[src/rtl/data_memory_arbiter.sv]
// Round-robin arbiter sharing one fixed-latency single-port data memory between the core
// load/store path and a debug/loader port; stalls the core while its access waits or runs.
`ifndef ADDRESS_SIZE
`define ADDRESS_SIZE 32
`endif
`ifndef DATA_SIZE
`define DATA_SIZE 32
`endif

module data_memory_arbiter #(
   parameter int unsigned ADDR_WIDTH  = `ADDRESS_SIZE,
   parameter int unsigned DATA_WIDTH  = `DATA_SIZE,
   parameter int unsigned MEM_LATENCY = 2
) (
   input  logic                  clock,
   input  logic                  reset,
   input  logic                  core_req,
   input  logic                  core_write,
   input  logic [ADDR_WIDTH-1:0] core_address,
   input  logic [DATA_WIDTH-1:0] core_data_out,
   output logic [DATA_WIDTH-1:0] core_data_in,
   output logic                  core_ack,
   output logic                  core_stall,
   input  logic                  dbg_req,
   input  logic                  dbg_write,
   input  logic [ADDR_WIDTH-1:0] dbg_address,
   input  logic [DATA_WIDTH-1:0] dbg_data_out,
   output logic [DATA_WIDTH-1:0] dbg_data_in,
   output logic                  dbg_ack,
   output logic                  mem_read,
   output logic                  mem_write,
   output logic [ADDR_WIDTH-1:0] mem_address,
   output logic [DATA_WIDTH-1:0] mem_data_out,
   input  logic [DATA_WIDTH-1:0] mem_data_in,
   output logic                  busy
);

   typedef enum logic [1:0] {StIdle, StAccess, StDone} state_e;

   state_e                state_q, state_d;
   logic                  last_dbg_q, last_dbg_d;
   logic                  gnt_dbg_q, gnt_dbg_d;
   logic                  wr_q, wr_d;
   logic [3:0]            cnt_q, cnt_d;
   logic                  mem_read_q, mem_read_d;
   logic                  mem_write_q, mem_write_d;
   logic [ADDR_WIDTH-1:0] mem_address_q, mem_address_d;
   logic [DATA_WIDTH-1:0] mem_data_out_q, mem_data_out_d;
   logic [DATA_WIDTH-1:0] core_data_in_q, core_data_in_d;
   logic [DATA_WIDTH-1:0] dbg_data_in_q, dbg_data_in_d;
   logic                  core_ack_q, core_ack_d;
   logic                  dbg_ack_q, dbg_ack_d;
   logic                  busy_q, busy_d;
   logic                  pick_dbg;

   // Debug wins only when alone, or when both ask and the core was served last.
   assign pick_dbg = dbg_req & ~(core_req & last_dbg_q);

   always_comb begin
      state_d        = state_q;
      last_dbg_d     = last_dbg_q;
      gnt_dbg_d      = gnt_dbg_q;
      wr_d           = wr_q;
      cnt_d          = cnt_q;
      mem_read_d     = mem_read_q;
      mem_write_d    = mem_write_q;
      mem_address_d  = mem_address_q;
      mem_data_out_d = mem_data_out_q;
      core_data_in_d = core_data_in_q;
      dbg_data_in_d  = dbg_data_in_q;
      core_ack_d     = 1'b0;
      dbg_ack_d      = 1'b0;
      unique case (state_q)
         StIdle: begin
            if (core_req || dbg_req) begin
               gnt_dbg_d      = pick_dbg;
               last_dbg_d     = pick_dbg;
               wr_d           = pick_dbg ? dbg_write : core_write;
               mem_address_d  = pick_dbg ? dbg_address : core_address;
               mem_data_out_d = pick_dbg ? dbg_data_out : core_data_out;
               mem_read_d     = ~wr_d;
               mem_write_d    = wr_d;
               cnt_d          = 4'(MEM_LATENCY - 1);
               state_d        = StAccess;
            end
         end
         StAccess: begin
            if (cnt_q == 4'd0) begin
               mem_read_d  = 1'b0;
               mem_write_d = 1'b0;
               if (!wr_q) begin
                  if (gnt_dbg_q) dbg_data_in_d = mem_data_in;
                  else           core_data_in_d = mem_data_in;
               end
               core_ack_d = ~gnt_dbg_q;
               dbg_ack_d  = gnt_dbg_q;
               state_d    = StDone;
            end else begin
               cnt_d = cnt_q - 4'd1;
            end
         end
         StDone: begin
            state_d = StIdle;
         end
         default: begin
            state_d     = StIdle;
            mem_read_d  = 1'b0;
            mem_write_d = 1'b0;
         end
      endcase
      busy_d = (state_d != StIdle);
   end

   always_ff @(posedge clock or negedge reset) begin
      if (!reset) begin
         state_q        <= StIdle;
         last_dbg_q     <= 1'b1;
         gnt_dbg_q      <= 1'b0;
         wr_q           <= 1'b0;
         cnt_q          <= 4'd0;
         mem_read_q     <= 1'b0;
         mem_write_q    <= 1'b0;
         mem_address_q  <= '0;
         mem_data_out_q <= '0;
         core_data_in_q <= '0;
         dbg_data_in_q  <= '0;
         core_ack_q     <= 1'b0;
         dbg_ack_q      <= 1'b0;
         busy_q         <= 1'b0;
      end else begin
         state_q        <= state_d;
         last_dbg_q     <= last_dbg_d;
         gnt_dbg_q      <= gnt_dbg_d;
         wr_q           <= wr_d;
         cnt_q          <= cnt_d;
         mem_read_q     <= mem_read_d;
         mem_write_q    <= mem_write_d;
         mem_address_q  <= mem_address_d;
         mem_data_out_q <= mem_data_out_d;
         core_data_in_q <= core_data_in_d;
         dbg_data_in_q  <= dbg_data_in_d;
         core_ack_q     <= core_ack_d;
         dbg_ack_q      <= dbg_ack_d;
         busy_q         <= busy_d;
      end
   end

   assign core_data_in = core_data_in_q;
   assign dbg_data_in  = dbg_data_in_q;
   assign core_ack     = core_ack_q;
   assign dbg_ack      = dbg_ack_q;
   assign core_stall   = core_req & ~core_ack_q;
   assign mem_read     = mem_read_q;
   assign mem_write    = mem_write_q;
   assign mem_address  = mem_address_q;
   assign mem_data_out = mem_data_out_q;
   assign busy         = busy_q;

endmodule

[config.mk]
export PLATFORM = sky130hd
export DESIGN_NAME = data_memory_arbiter
export DESIGN_NICKNAME = d
export VERILOG_FILES = /design/src/rtl/data_memory_arbiter.sv
export SDC_FILE = /design/constraint.sdc
export NUM_CORES = 1
export LEC_CHECK = 0
export BUFFER_PORTS_ARGS = -buffer_cell sky130_fd_sc_hd__buf_2
export CORE_UTILIZATION = 30
export CTS_BUF_LIST = sky130_fd_sc_hd__clkbuf_4
export CTS_CLUSTER_SIZE = 28
export DETAILED_ROUTE_END_ITERATION = 10
export PLACE_DENSITY = 0.67
export SYNTH_ARGS = -nofsm -noshare
export SYNTH_HDL_FRONTEND = slang
export SYNTH_SLANG_ARGS = --single-unit
[constraint.sdc]
create_clock -name clock -period 2.06 [get_ports clock]
set_input_delay 0.412 -clock clock [delete_from_list [all_inputs] [get_ports clock]]
set_output_delay 0.412 -clock clock [all_outputs]
set_load 0.005 [all_outputs]
After elaboration in Yosys (flattened, before gate mapping):

Index checks and enable logic that the tools add are counted.

* add/subtract/negate cells: 1
* eq/ne operators: 5
* bitwise gates (word level): 9
* multiplexer cells: 18
* reduce and logical (&&, ||, !) cells: 10

Operators by type and width (count)
* 32-bit 2-to-1 mux: 2
* 1-bit 2-to-1 mux: 8
* 4-bit 2-to-1 mux: 2
* 4-bit case mux with 2 select lines: 1
* 4-bit AND reduction: 2
* 2-bit inequality test, second input constant: 3
* 1-bit NOT: 6
* 1-bit case mux with 3 select lines: 2
* 3-bit AND reduction: 2
* 4-bit logical NOT: 1
* 2-bit 2-to-1 mux: 2
* 2-bit case mux with 2 select lines: 1
* 2-bit nonzero test: 2
* 4-bit by 1-bit subtractor with 4-bit output, second input constant: 1
* 1-bit bitwise AND: 3
* 2-bit by 1-bit equality test with 1-bit output, second input constant: 1
* 2-bit equality test, second input constant: 1
* 2-bit logical NOT: 1
* 2-bit AND reduction: 1
* 1-bit logical OR: 1

* bits of input ports: 166
* output and inout port bits: 134
* word-level logic and storage cells: 57
* flip-flop bits (word level): 142

Depth between registers and ports, before layout:

* depth in word-level cells: 7
* depth in mapped cells: 6
* mapped depth without buffers: 5

Worst setup path after synthesis:

No wires, ideal clock.

* kind: reg2reg
* start: register cnt_q[0]
* end: register dbg_data_in_q[10] (netlist: dbg_data_in[10])
* cell stages (with the launch flop): 7
* clock period less this slack: 1875 ps
* path buffers: 1
* required time: 1935 ps
* library setup time: 125 ps
* arrival: 1750 ps
* slack: 185 ps
* cells stage by stage: dfrtp_1 -> inv_1 -> ha_1 -> nand4bb_4 -> nor4b_4 -> buf_6 -> mux2_2

* longest elaborated chain between the ends: 2

RTL lines
* start, declared: line 44 `logic [3:0] cnt_q, cnt_d;`
* start signal, assigned: line 135 `cnt_q <= cnt_d;`
* 4-bit logical NOT: line 88 `if (cnt_q == 4'd0) begin`
* 4-bit AND reduction (no source line)
* end signal, assigned: line 141 `dbg_data_in_q <= dbg_data_in_d;`
* end, declared: line 50 `logic [DATA_WIDTH-1:0] dbg_data_in_q, dbg_data_in_d;`

No other way between the ends.
A chain may end at the register's enable or synchronous reset.

Worst setup path after layout:

* start: register cnt_q[0]
* end: register dbg_data_in_q[5] (netlist: dbg_data_in[5])

Same word-level chain as after synthesis.

==> run summary <==
Status - completed
Setup TNS - 0 ns
Row count - 51
CP arrival - 2.40 ns
Final setup margin - 0.09258 ns
Net Switching - 4.111 mW
Routability congestion estimate - 0.7592
Sw Share - 37.00%
Final Util - 42.02%
R2R setup slack - 0.09 ns
Die area - 0.02081 mm²
Crit-path cells - inv_1 > ha_1 > nand4bb_4 > nor4b_4 > buf_4 > clkbuf_16 > mux2_2
Cell Int Power - 6.999 mW
DRC viols - 0
Largest net degree at the start of global routing - 49
# IOs - 300
Total gr overflow - 0
Crit share post-route - 95.51%
Max clock buf depth - 2
Hold path depth - 2
GR Util All Layers - 15.27%
Required time worst endpoint - 2.49 ns
Post-CTS sizing - 0
Hold Fails Final Rpt - 0
Vias/cell - 4.594
Global-route wire length before repair - 24220 µm
Maxcap violations - 0
Hold Path Sink - dbg_data_in[22]$_DFFE_PN0P_
Crit path depth - 7
Top Family by Delay on Critical Path - buffers and inverters
Core Box Area - 0.01965 mm²
HP Class - in -> reg
Final nets - 944
Post-Layout Cell Count - 1057
Largest cells by area after synthesis - dfrtp_1 58%, mux2_2 12%, o21ai_0 11%
Proportion of netlist area held by the largest area contributor - 58.12%
Post-detail-place hpwl - 11640 µm
CTS tree - yes
CP Launch Type - register
Netlist cell types - 36
Initial Util - 30.89%
Root Buffer - clkbuf_4
Dpl ws - 0.07417 ns
Via total after detailed routing - 4856
Unrepaired setup endpoints after global routing - false
IO buf count - 299
Wire length per cell - 14.97 µm
Post-synth top area cell - dfrtp_1
Final period demand of the worst path - 1.967 ns
Layout cells sized above 1 - 53.42%
Yosys reg bits - 142
Worst Path Max Fanout - 14
Clock Power Share - 15.6%
CTS buffer count - 17
Die Ht - 144.3 µm
Worst-Skew Late Latency - 0.53 ns
Setup violators final - 0
WS Path Type - reg -> reg
Syn avg cell area - 12.75 µm²
H-tree levels - 4
RR Startpoint - cnt_q[0]$_DFFE_PN0P_
Initial DRC count - 151
Power Density - 1345 mW/mm²
R2R depth - 7
Leak - 4.122 nW
Synth Instances - 476
Sequential-to-total area share from yosys stat - 58.55%
Die Width - 144.3 µm
Reg clk slew, reported paths - 0.15 ns
Max Slew Vio Count - 0
Routed Antenna Nets - 0
Reg power frac - 43.7%
Min-Delay Startpoint - mem_data_in[22]
Crit path largest cell delay - 0.40 ns
Layout area overhead - 36.03%
Clock skew - 0.01688 ns
Worst r2r dst - dbg_data_in[5]$_DFFE_PN0P_
Critical-path top delay cell - dfrtp_1
Total Wirelength - 15820 µm
Sinks on Clock Net - 142
Mapped cell area - 0.006071 mm²
Worst slew margin - 70.18%
Slew @ Worst Pin - 0.4474 ns
Total Power - 11.11 mW
Vias in the first global route - 4823
Max VDD drop - 0.4190 mV
Total of warnings raised by yosys - 0
WP buf/inv - 3
Placed Instances - 1020
Drt pass-1 iters - 4
Setup crit end kind - register
Comb pwr share - 40.7%
Mapped Nets - 643
Fmax - 508.3 MHz
Antenna violations before repair - 2
## logic make-up after synthesis
logic type      after synthesis  share of synthesized area, %
compound gates              144                         12.45
flops                       142                         58.55
mux                         130                         22.77
buf+inv                      39                         3.153
simple gates                 20                         2.865
fa+ha+maj                     1                        0.2061
## how the worst max path moves through the flow
stage	startpoint	endpoint	slack (ns)
2_1_floorplan	cnt_q[0]$_DFFE_PN0P_	dbg_data_in[10]$_DFFE_PN0P_	0.18
3_3_place_gp	cnt_q[0]$_DFFE_PN0P_	dbg_data_in[2]$_DFFE_PN0P_	0.14
3_5_place_dp	cnt_q[0]$_DFFE_PN0P_	dbg_data_in[5]$_DFFE_PN0P_	0.07
4_1_cts	cnt_q[0]$_DFFE_PN0P_	dbg_data_in[10]$_DFFE_PN0P_	0.06
5_1_grt	cnt_q[0]$_DFFE_PN0P_	dbg_data_in[20]$_DFFE_PN0P_	0.02
6_report	cnt_q[0]$_DFFE_PN0P_	dbg_data_in[5]$_DFFE_PN0P_	0.09
## cell usage in the layout (no fill, tap or decap), types with 3 or more instances in the layout
cell type,synthesis,routed
inv_1,3,3
mux2i_1,65,65
buf_12,0,6
clkbuf_4,0,17
nor2b_1,4,4
buf_2,11,298
dfrtp_1,141,140
buf_4,2,11
inv_6,0,6
mux2_2,63,63
o21ai_0,132,132
inv_8,0,4
## per-stage QoR
step	hold slack [ns]	cell area (µm²)
after global placement	0.3833	7940
final	0.1097	8258
after detailed placement	0.3805	7940
after CTS	0.03492	8220
after global routing	0.01443	8258
after floorplan	0.1164	6071
## state kept, by name, indices dropped and copies added (netlist names)
signal,flops
gnt_dbg_q,1
state_q,2
busy,1
core_data_in,32
core_ack,1
dbg_ack,1
mem_data_out,32
wr_q,1
mem_read,1
cnt_q,4
mem_address,32
mem_write,1
last_dbg_q,1
dbg_data_in,32
## synthesized netlist by cell type, drive strengths merged
| master | number |
|---|---|
| clkbuf | 20 |
| ha | 1 |
| or2 | 1 |
| inv | 3 |
| nor2b | 4 |
| mux2 | 65 |
| and2 | 1 |
| or4 | 1 |
| nand2b | 1 |
| o22ai | 2 |
| nand2 | 2 |
| o21bai | 1 |
| nor3 | 1 |
| nor4 | 1 |
| a21oi | 1 |
| a21boi | 1 |
| nand4bb | 1 |
| o221ai | 1 |
| o31ai | 1 |
| nor3b | 2 |
| dfstp | 1 |
| a21bo | 1 |
| mux2i | 65 |
| or3b | 1 |
| a32oi | 2 |
| buf | 16 |
| or3 | 1 |
| nor4b | 1 |
| a21o | 2 |
| dfrtp | 141 |
| nor2 | 2 |
| o21ai | 132 |
## per-layer routing
layer,vias to the layer above,part of all wire [%],GRT usage [%]
li1,2335,-,-
met1,2318,40,16.62
met2,191,51,27.56
met3,12,7.8,5.331
met4,0,1.4,4.931
met5,-,0,0
## worst register-to-register path, delay by kind of cell (launching register included)
| family | cells | cell delay [ns] |
|---|---|---|
| flip-flops | 1 | 0.40 |
| AND/OR/NAND/NOR | 2 | 0.41 |
| multiplexers | 1 | 0.35 |
| buffers and inverters | 3 | 0.46 |
| adder cells (fa/ha/maj) | 1 | 0.26 |
## area by class of cell
class	count	area, µm²
inverter	3	11.26
clock buffer	17	127.6
timing repair buffer	318	1740
antenna	2	5.005
tap	265	331.6
sequential	142	3556
fill	1954	11400
multi-input combinational	295	2344
clock inverter	15	142.6
## timing repair
action	4_1_cts	5_1_grt
setup endpoints to repair	0	19
hold endpoints to repair	45	0
buffers inserted	0	1
hold buffers	1	0
## power groups by stage
stage / clock (mW) / sequential [mW] / combinational (mW)
after floorplan: 0 / 4.97 / 2.28
after global placement: 0 / 4.89 / 4.50
after detailed placement: 0 / 4.92 / 4.61
after CTS: 1.81 / 4.87 / 4.61
after global routing: 1.94 / 5.06 / 5.11
final: 1.73 / 4.85 / 4.52
Note: power is estimated with default switching activity, not from simulation.
